### src/rtl/mux_sel_arbiter_if.sv
// Two-source to one-sink word bus for mux_sel_arbiter, plus its status outputs.
// The sources and the sink sit on the master side, and the arbiter sits on the slave side.
interface mux_sel_arbiter_if #(parameter int WIDTH = 8);
   logic             i1_valid;
   logic [WIDTH-1:0] i1_data;
   logic             i1_ready;
   logic             i2_valid;
   logic [WIDTH-1:0] i2_data;
   logic             i2_ready;
   logic             y_valid;
   logic [WIDTH-1:0] y_data;
   logic             y_ready;
   logic             s0;
   logic [15:0]      xfer_cnt;

   modport master (
      output i1_valid, i1_data, i2_valid, i2_data, y_ready,
      input  i1_ready, i2_ready, y_valid, y_data, s0, xfer_cnt
   );

   modport slave (
      input  i1_valid, i1_data, i2_valid, i2_data, y_ready,
      output i1_ready, i2_ready, y_valid, y_data, s0, xfer_cnt
   );
endinterface

### src/rtl/mux_sel_arbiter.sv
// Round-robin 2:1 word arbiter with a single registered output stage.
// Ties alternate between sources. The output reloads in the same cycle it is popped.
module mux_sel_arbiter #(
   parameter int WIDTH = 8
) (
   input  logic           clk,
   input  logic           rst,
   mux_sel_arbiter_if.slave bus
);

   localparam logic [1:0] IDLE  = 2'd0;
   localparam logic [1:0] HOLD0 = 2'd1;
   localparam logic [1:0] HOLD1 = 2'd2;

   logic [1:0]       state;
   logic [WIDTH-1:0] y_data_q;
   logic             s0_q;
   logic             last_win;
   logic [15:0]      cnt;

   logic             y_valid;
   logic             free;
   logic             grant1;
   logic             grant2;
   logic             accept;
   logic [WIDTH-1:0] win_data;

   assign y_valid = (state != IDLE);
   assign free    = ~y_valid | bus.y_ready;

   // On a tie, the source that did not win last time gets the grant.
   // last_win resets to 1 so that i1 wins the first tie.
   always_comb begin
      grant1 = 1'b0;
      grant2 = 1'b0;
      if (free && !rst) begin
         if (bus.i1_valid && (!bus.i2_valid || last_win))
            grant1 = 1'b1;
         else if (bus.i2_valid)
            grant2 = 1'b1;
      end
   end

   assign accept   = grant1 | grant2;
   assign win_data = grant2 ? bus.i2_data : bus.i1_data;

   always_ff @(posedge clk or posedge rst) begin
      if (rst) begin
         state    <= IDLE;
         y_data_q <= '0;
         s0_q     <= 1'b0;
         last_win <= 1'b1;
         cnt      <= 16'd0;
      end else if (accept) begin
         y_data_q <= win_data;
         s0_q     <= grant2;
         last_win <= grant2;
         state    <= grant2 ? HOLD1 : HOLD0;
         cnt      <= cnt + 16'd1;
      end else if (free) begin
         // When the register is drained and nothing arrives, the data and source stay as they were.
         state <= IDLE;
      end
   end

   assign bus.i1_ready = grant1;
   assign bus.i2_ready = grant2;
   assign bus.y_valid  = y_valid;
   assign bus.y_data   = y_data_q;
   assign bus.s0       = s0_q;
   assign bus.xfer_cnt = cnt;

endmodule

### src/flat_wrapper.sv
// flat-port wrapper written by rule: the top's interface ports become plain ports
module mux_sel_arbiter_flat 
#(
   parameter int WIDTH = 8
)
  (clk, rst, bus_i1_valid, bus_i1_data, bus_i2_valid, bus_i2_data, bus_y_ready, bus_i1_ready, bus_i2_ready, bus_y_valid, bus_y_data, bus_s0, bus_xfer_cnt);
  mux_sel_arbiter_if #(.WIDTH(WIDTH)) bus_i ();
  input  logic clk;
  input  logic rst;
  input wire logic [$bits(bus_i.i1_valid)-1:0] bus_i1_valid;
  input wire logic [$bits(bus_i.i1_data)-1:0] bus_i1_data;
  input wire logic [$bits(bus_i.i2_valid)-1:0] bus_i2_valid;
  input wire logic [$bits(bus_i.i2_data)-1:0] bus_i2_data;
  input wire logic [$bits(bus_i.y_ready)-1:0] bus_y_ready;
  output wire logic [$bits(bus_i.i1_ready)-1:0] bus_i1_ready;
  output wire logic [$bits(bus_i.i2_ready)-1:0] bus_i2_ready;
  output wire logic [$bits(bus_i.y_valid)-1:0] bus_y_valid;
  output wire logic [$bits(bus_i.y_data)-1:0] bus_y_data;
  output wire logic [$bits(bus_i.s0)-1:0] bus_s0;
  output wire logic [$bits(bus_i.xfer_cnt)-1:0] bus_xfer_cnt;
  assign bus_i.i1_valid = bus_i1_valid;
  assign bus_i.i1_data = bus_i1_data;
  assign bus_i.i2_valid = bus_i2_valid;
  assign bus_i.i2_data = bus_i2_data;
  assign bus_i.y_ready = bus_y_ready;
  assign bus_i1_ready = bus_i.i1_ready;
  assign bus_i2_ready = bus_i.i2_ready;
  assign bus_y_valid = bus_i.y_valid;
  assign bus_y_data = bus_i.y_data;
  assign bus_s0 = bus_i.s0;
  assign bus_xfer_cnt = bus_i.xfer_cnt;
  mux_sel_arbiter #(.WIDTH(WIDTH)) u_core (.clk(clk), .rst(rst), .bus(bus_i));
endmodule
### config.mk
export PLATFORM = sky130hd
export DESIGN_NAME = mux_sel_arbiter_flat
export DESIGN_NICKNAME = d
export VERILOG_FILES = /design/src/rtl/mux_sel_arbiter_if.sv /design/src/rtl/mux_sel_arbiter.sv /design/src/flat_wrapper.sv
export SDC_FILE = /design/constraint.sdc
export NUM_CORES = 1
export LEC_CHECK = 0
export BUFFER_PORTS_ARGS = -buffer_cell sky130_fd_sc_hd__buf_4
export CORE_ASPECT_RATIO = 1.4
export CORE_MARGIN = 2
export CORE_UTILIZATION = 45
export CTS_CLUSTER_DIAMETER = 80
export DETAILED_ROUTE_END_ITERATION = 8
export GPL_TIMING_DRIVEN = 0
export PLACE_DENSITY_LB_ADDON = 0.12
export SETUP_SLACK_MARGIN = 0.1
export SYNTH_ARGS = -nofsm -noshare
export SYNTH_HDL_FRONTEND = slang
export SYNTH_SLANG_ARGS = --single-unit
### constraint.sdc
create_clock -name clk -period 2.45 [get_ports clk]
set_input_delay 0.1225 -clock clk [delete_from_list [all_inputs] [get_ports clk]]
set_output_delay 0.1225 -clock clk [all_outputs]
set_load 0.02 [all_outputs]
==> run metrics, run 1 <==
Post CTS Setup Buffer Count 0; CTS clock-pin slew for the worst setup and hold paths 0.10 ns; register share of total power 46.3%; fill cell count 223; Final Util 62.2%; met2 routed WL 1.73 mm; # port buffers 46; drt pass-1 iters 4; syn_area_per_cell 10.7 sq um; die area 0.00340 sq mm; Worst Path Max Fanout 6; Initial Utilization 46.5%; crit-path cells o21ba_4 -> or2_2 -> nor2_1 -> buf_4; Leakage 0.789 nW; Hold Crit Class in -> reg; vias in the first global route 1155; Critical-path top delay cell dfrtp_1; Worst path top cell family by delay simple AND/OR/NAND/NOR gates; Die Span X 49.9 um; ys flop type dfrtp_1; area leader, netlist dfrtp_1; drt total wl 3.18 mm; Startpoint Class flip-flop; Place WS 0.891 ns; Slew headroom 27.5%; sequential share of the synthesized area 53.0%; CTS Buffer Depth 2; Max Cap Viol 0; clock buffer count from CTS 3; Syn Nets 146; Final Cycle Share 69.7%; Post-synth EDFFs 0; Pint 0.000943 W; worst path arrival time 1.59 ns; min cycle time layout 1.71 ns; synth top area cells dfrtp_1 (51%), xnor2_1 (9.3%), o22ai_1 (4.7%), nand4_1 (4.2%), nor2_1 (4.0%); Vias 1108; Yosys cell types 29; H-tree depth 1; Crit. End Element output pin; Sw Share 37.6%; WP data required 2.33 ns; first-pass GRT wire length 5.14 mm; Synth top area share 51.0%; clk sinks 28; largest net degree at the start of global routing 29; FFs w/ async S/R, synth 100%; Cell Pwr Density 853 mW/mm^2; clk root buf clkbuf_8; Yosys reg bits 28; io pins 49; number of vias per cell 5.25; Mapped Area 0.00133 sq mm; sw power 0.000568 W; Syn-to-layout area delta 33.7%; Slowest Stage Delay on Critical Path 0.40 ns; clock share of power 19.1%; FF-to-FF setup slack 0.88 ns; Slew Viols, Final 0; DRC Markers 0; worst path bufs/invs 1; Post-CTS Hold Fix Bufs 0; Setup TNS 0 ns; post-CTS sizing 0; GR Overflow Total 0; Comb power frac 34.5%; Placed Cells 207; setup ws final 0.742 ns; metal1 wirelength 1.25 mm; antenna-violating nets left 0; row count 23; GP Congestion 0.711; metal3 WL 147 um; nets@finish 197; Die Ht 68.2 um; Core ar. 0.00285 sq mm; initial antenna violation count 0; Yosys warning count 0; clock tree from TritonCTS built; clock latency on the worst-skew pair 0.28 ns; Global Route Usage Sum 20.1%; Fmax 585 MHz; Worst-Margin Slew 1.09 ns; DR iter-0 viols 37; Tot Pwr 0.00151 W; Setup Crit Path Kind reg -> out; Top Metal Used met4; IR drop worst, VDD 751 uV; Hold Vio Cnt, Final 0; WL per Instance 15.1 um; Setup Skew 0.00894 ns; Ant. Diodes 0; RSZ-0062 raised after global routing no; Detailed Place HPWL 2.33 mm; Post-Synthesis Cells 124; Non-Filler Instances 211; outcome complete, no violations; layout cells sized above 1 37.4%; Final Setup Violations 0
cells in the mapped netlist, drive strengths merged (2+ instances only):
library cell   n
inv            4
o211ai         2
nand3          5
nand2          9
o22ai         10
dfrtp         27
o21ai          2
xnor2         14
buf            4
a21oi         10
nor4           3
nor3           2
nand4          9
nor2          14
per-layer routing:
| metal | up-vias | track usage [%] |
|---|---|---|
| met2 | 37 | 37.3 |
| met5 | - | 0 |
| met1 | 524 | 22.9 |
| met4 | 0 | 8.33 |
| met3 | 4 | 3.06 |
| li1 | 543 | - |
path summary, 6_finish.rpt:
path	cells after the start	from	end
setup / recovery	4	u_core.state[1]	bus_i1_ready
hold / removal	2	bus_y_ready	u_core.state[0]
setup reg to reg	5	u_core.bus.xfer_cnt[0]	u_core.bus.xfer_cnt[8]
hold reg to reg	1	u_core.bus.xfer_cnt[12]	u_core.bus.xfer_cnt[12]
max in group asynchronous	2	rst	u_core.bus.xfer_cnt[7]
min in group asynchronous	2	rst	u_core.state[0]
flip-flops by register name, indices dropped and copies added (netlist names):
signal and count:
u_core.state 2, u_core.bus.s0 1, u_core.bus.y_data 8, u_core.last_win 1
u_core.bus.xfer_cnt 16
power groups by stage:
stage	registers, W	clock network (W)	logic [W]
global route	0.000723	0.000306	0.000568
detailed placement	0.000706	0	0.000527
CTS	0.000700	0.000298	0.000529
global placement	0.000697	0	0.000511
finish	0.000700	0.000289	0.000521
floorplan	0.000782	0	0.000207
through the flow:
step / hold WS, ns / instance area [sq um]
6_report: 0.0290 / 1770
5_1_grt: 0.0416 / 1770
4_1_cts: 0.0252 / 1770
3_5_place_dp: 0.330 / 1720
3_3_place_gp: 0.329 / 1720
2_1_floorplan: 0.187 / 1330
cell usage in the layout (no fill, tap or decap):
master	count
o21ai_2	1
o22ai_1	10
nor2_1	14
inv_1	3
dfrtp_1	27
o211ai_1	1
xor2_1	1
clkbuf_8	4
nand4_1	9
mux2_2	1
xnor2_1	14
inv_2	1
o21ba_4	1
o21ai_1	1
or2_2	1
nor4_2	2
nor3_4	1
and3_1	1
o211ai_2	1
a31oi_1	1
nand3_1	5
nand2_1	9
ha_1	1
and4_1	1
buf_4	49
dfstp_2	1
a21oi_1	10
nor3_1	1
nor4_4	1
buf_2	1
final cells by class:
class / count / area (sq um) / share of cell area [%]
Inverter: 4 / 15.0 / 0.847
Tap cell: 37 / 46.3 / 2.61
Clock buffer: 4 / 55.1 / 3.11
Multi-Input combinational cell: 88 / 581 / 32.8
Sequential cell: 28 / 702 / 39.6
Buffer: 4 / 27.5 / 1.55
Timing Repair Buffer: 46 / 345 / 19.5
cells by family after synthesis:
logic type	after synthesis	synth area share [%]
DFF	28	53.0
muxes	1	0.850
AOI/OAI and AO/OA	26	12.7
adders and majority gates	1	0.944
xor gates and xnor gates	15	9.92
and+or+nand+nor	45	19.4
buffers and inverters	8	3.21
worst reg2reg max path: cells and delay by family, from the launching register on:
| family | cells | cell delay (ns) |
|---|---|---|
| xor+xnor | 1 | 0.15 |
| flops | 1 | 0.52 |
| fa+ha+maj | 1 | 0.25 |
| simple gates | 3 | 0.55 |
Note: power is estimated with default switching activity, not from simulation.
==> run 2, diff against run 1 <==
Settings changed: CORE_UTILIZATION 45 to 43.
Clock period 2.45 ns to 1.54 ns, I/O delays scaled along.
==> run metrics, run 2 (synthesis results as in run 1) <==
clk sinks 28; WP data required 1.46 ns; Cell Pwr Density 1400 mW/mm^2; initial antenna violation count 0; drt total wl 3.36 mm; Non-Filler Instances 219; Worst-Margin Slew 1.06 ns; Setup Crit Path Kind reg -> out; setup ws final 0.0166 ns; Slew Viols, Final 0; crit-path cells o21ba_4 -> or2_4 -> nor2_4 -> buf_6; commonest non-fill, non-tap cell in the layout buf_4; IR drop worst, VDD 912 uV; worst path arrival time 1.45 ns; GP Congestion 0.695; Hold Crit Class in -> reg; final hold slack 0.0261 ns; WL per Instance 15.3 um; most frequent cells in the layout buf_4 (52), dfrtp_1 (24), xnor2_1 (14); H-tree depth 1; max reg flops 16; die area 0.00355 sq mm; # port buffers 46; met2 routed WL 1.85 mm; Crit. End Element output pin; metal3 WL 201 um; Die Span X 50.9 um; Syn-to-layout area delta 50.0%; clock share of power 21.4%; Detailed Place HPWL 2.32 mm; outcome complete, no violations; Vias 1194; Top Metal Used met4; vias in the first global route 1210; metal1 wirelength 1.26 mm; Die Ht 69.7 um; Slowest Stage Delay on Critical Path 0.40 ns; clock buffer count from CTS 3; GR Overflow Total 0; drt pass-1 iters 4; clk root buf clkbuf_8; Setup TNS 0 ns; Fmax 656 MHz; clock latency on the worst-skew pair 0.28 ns; Setup Skew 0.00365 ns; Critical-path top delay cell dfrtp_1; Pint 0.00176 W; clock tree from TritonCTS built; RSZ-0062 raised after global routing yes; Sw Share 36.7%; Initial Utilization 45.6%; row count 23; Worst path top cell family by delay flip-flops; Global Route Usage Sum 19.8%; Worst Path Max Fanout 6; min cycle time layout 1.52 ns; largest net degree at the start of global routing 29; Final Setup Violations 0; antenna-violating nets left 0; layout cells sized above 1 51.1%; worst path bufs/invs 1; Final Cycle Share 98.9%; Slew headroom 29.3%; CTS clock-pin slew for the worst setup and hold paths 0.10 ns; Comb power frac 39.0%; Leakage 0.853 nW; Startpoint Class flip-flop; Ant. Diodes 0; Placed Cells 207; sw power 0.00102 W; Core ar. 0.00291 sq mm; first-pass GRT wire length 5.37 mm; nets@finish 205; DR iter-0 viols 24; Max Cap Viol 0; Place WS 0.0469 ns; io pins 49; number of vias per cell 5.45; Hold Vio Cnt, Final 0; CTS Buffer Depth 2; register share of total power 39.6%; DRC Markers 0
## run 2: layout make-up
class | count | area [sq um]
buffer | 4 | 33.8
clock buffer | 3 | 41.3
clock inverter | 1 | 30.0
fill | 231 | 920
inverter | 4 | 15.0
multi-input combinational | 88 | 696
sequential | 28 | 706
tap | 37 | 46.3
timing repair buffer | 54 | 419
## run 2: path summary, 6_finish.rpt
path / from / end / slack, ns / depth (start not counted)
max in group asynchronous: rst / u_core.bus.xfer_cnt[1] / 0.71 / 2
hold / removal: bus_i1_valid / u_core.last_win / 0.03 / 2
setup reg to reg: u_core.state[1] / u_core.bus.xfer_cnt[9] / 0.06 / 4
min in group asynchronous: rst / u_core.bus.y_data[7] / 0.12 / 2
hold reg to reg: u_core.bus.xfer_cnt[15] / u_core.bus.xfer_cnt[15] / 0.47 / 1
setup / recovery: u_core.state[1] / bus_i1_ready / 0.02 / 4
## run 2: layer usage
| layer | vias to the layer above | track usage (%) |
|---|---|---|
| met5 | - | 0 |
| met3 | 5 | 3.23 |
| li1 | 561 | - |
| met2 | 42 | 36.4 |
| met4 | 0 | 8.11 |
| met1 | 586 | 21.7 |
## run 2: power by group through the flow
stage                     Combinational, W  Clock [W]  Sequential [W]
after floorplan                   0.000331          0         0.00125
after global placement            0.000820          0         0.00111
after detailed placement          0.000840          0         0.00112
after CTS                         0.000989   0.000600         0.00108
after global routing               0.00115   0.000629         0.00112
final                              0.00108   0.000593         0.00110
## run 2: through the flow
step / power, W / utilization (%) / cell area [sq um]
finish: 0.00278 / 68.4 / 1990
CTS: 0.00266 / 64.7 / 1880
global placement: 0.00193 / 59.2 / 1720
global route: 0.00290 / 68.4 / 1990
floorplan: 0.00158 / - / 1330
detailed placement: 0.00196 / 59.2 / 1720
## run 2: timing repair
action | in CTS | in global routing
hold buffers | 1 | 0
endpoints found under the hold margin | 2 | 0
pin swaps | 10 | 14
cloned | 0 | 1
endpoints found under the setup margin | 13 | 17
setup buffers | 5 | 1
resized for setup | 10 | 25
==> run 3, diff against run 2 <==
Settings changed: CORE_UTILIZATION 43 to 45.
Clock period 1.54 ns to 1.9 ns, I/O delays scaled along.
==> run metrics, run 3 (synthesis results as in run 1) <==
CTS clock-pin slew for the worst setup and hold paths 0.10 ns; worst path arrival time 1.58 ns; io pins 49; DR iter-0 viols 36; Placed Cells 207; number of vias per cell 5.27; row count 23; Syn-to-layout area delta 34.5%; first-pass GRT wire length 5.13 mm; die area 0.00340 sq mm; Setup Crit Path Kind reg -> out; area of the multi-input gates 581 sq um; commonest non-fill, non-tap cell in the layout buf_4; Worst Setup SP u_core.state[1]; Die Span X 49.9 um; Slew headroom 28.9%; Hold Vio Cnt, Final 0; max reg flops 16; Cell Pwr Density 1090 mW/mm^2; Hold Crit Depth 2; DRC Markers 0; r2r startpoint u_core.bus.xfer_cnt[0]; layout cells sized above 1 37.1%; post-CTS sizing 0; Hold Crit Class in -> reg; clk sinks 28; hold endpoint u_core.last_win; Non-Filler Instances 212; FF-to-FF setup slack 0.34 ns; Final Cycle Share 88.4%; Slew Viols, Final 0; drt total wl 3.17 mm; initial antenna violation count 0; vias in the first global route 1151; Worst Path Max Fanout 6; Detailed Place HPWL 2.33 mm; largest net degree at the start of global routing 29; Crit. End Element output pin; clock tree from TritonCTS built; most frequent cells in the layout buf_4 (49), dfrtp_1 (27), nor2_1 (14), xnor2_1 (14); Setup Skew 0.00746 ns; reg-to-reg endpoint u_core.bus.xfer_cnt[8]; clock latency on the worst-skew pair 0.28 ns; Leakage 0.794 nW; Max Cap Viol 0; Initial Utilization 46.5%; Fmax 595 MHz; WL per Instance 14.9 um; RSZ-0062 raised after global routing no; Final Setup Violations 0; IR drop worst, VDD 966 uV; CTS Buffer Depth 2; antenna-violating nets left 0; Die Ht 68.2 um; H-tree depth 1; Worst-Margin Slew 1.07 ns; drt pass-1 iters 4; clock buffer count from CTS 3; FF-to-FF path depth 5; FF+latch area 702 sq um; clk root buf clkbuf_8; # port buffers 46; hold path start bus_i1_valid; outcome complete, no violations; Global Route Usage Sum 20.0%; Core ar. 0.00285 sq mm; Post CTS Setup Buffer Count 0; min cycle time layout 1.68 ns; nets@finish 198; WP data required 1.80 ns; GP Congestion 0.711; Setup TNS 0 ns; Startpoint Class flip-flop; Ant. Diodes 0; Vias 1118; GR Overflow Total 0; fill cell count 222
run 3: changes by cell type in the layout (fill, tap and decap cells not counted), sizes merged:
cell / before / now
buf: 56 / 50
bufinv: 1 / 0
run 3: metrics by stage:
stage          total power [W]  util, %  hold slack [ns]  worst slack, ns  instance area [sq um]
2_1_floorplan          0.00128        -            0.160            0.403                   1330
3_3_place_gp           0.00156     60.3            0.301            0.378                   1720
3_5_place_dp           0.00159     60.3            0.303            0.341                   1720
4_1_cts                0.00197     62.5           0.0398            0.213                   1780
5_1_grt                0.00206     62.5           0.0521            0.127                   1780
6_report               0.00195     62.5           0.0395            0.220                   1780
run 3: worst max-delay path by stage:
stage / to / slack, ns / cells after the start
floorplan: u_core.bus.xfer_cnt[8] / 0.40 / 5
global placement: u_core.bus.xfer_cnt[8] / 0.38 / 5
detailed placement: u_core.bus.xfer_cnt[8] / 0.34 / 5
CTS: bus_i1_ready / 0.21 / 4
global route: bus_i1_ready / 0.13 / 4
finish: bus_i1_ready / 0.22 / 4
run 3: cell type report:
| type | count | area share [%] |
|---|---|---|
| Inverter | 4 | 0.843 |
| Timing Repair Buffer | 47 | 19.9 |
| Sequential cell | 28 | 39.4 |
| Multi-Input combinational cell | 88 | 32.6 |
| Buffer | 4 | 1.54 |
| Tap cell | 37 | 2.60 |
| Clock buffer | 4 | 3.09 |
run 3: power breakdown:
group / total, W / leakage, nW / internal, W / switching [W]
clock: 0.000374 / 0.0288 / 0.000186 / 0.000188
sequential: 0.000903 / 0.348 / 0.000724 / 0.000179
combinational: 0.000673 / 0.417 / 0.000307 / 0.000366
total: 0.00195 / 0.794 / 0.00122 / 0.000733
run 3: layer usage:
layer | vias to the layer above | share of wire [%] | track usage, %
li1 | 546 | - | -
met1 | 532 | 40 | 22.8
met2 | 36 | 54 | 37.3
met3 | 4 | 4.4 | 3.06
met4 | 0 | 1.6 | 8.33
met5 | - | 0 | 0
run 3: repair_timing:
item,in CTS,in global routing
hold buffers,1,0
endpoints found under the hold margin,2,0
endpoints found under the setup margin,0,0
run 3: worst max-delay path: stages (launching register included):
cell     delay, ns
dfrtp_1       0.40
o21ba_4       0.26
or2_2         0.32
nor2_1        0.15
buf_4         0.17
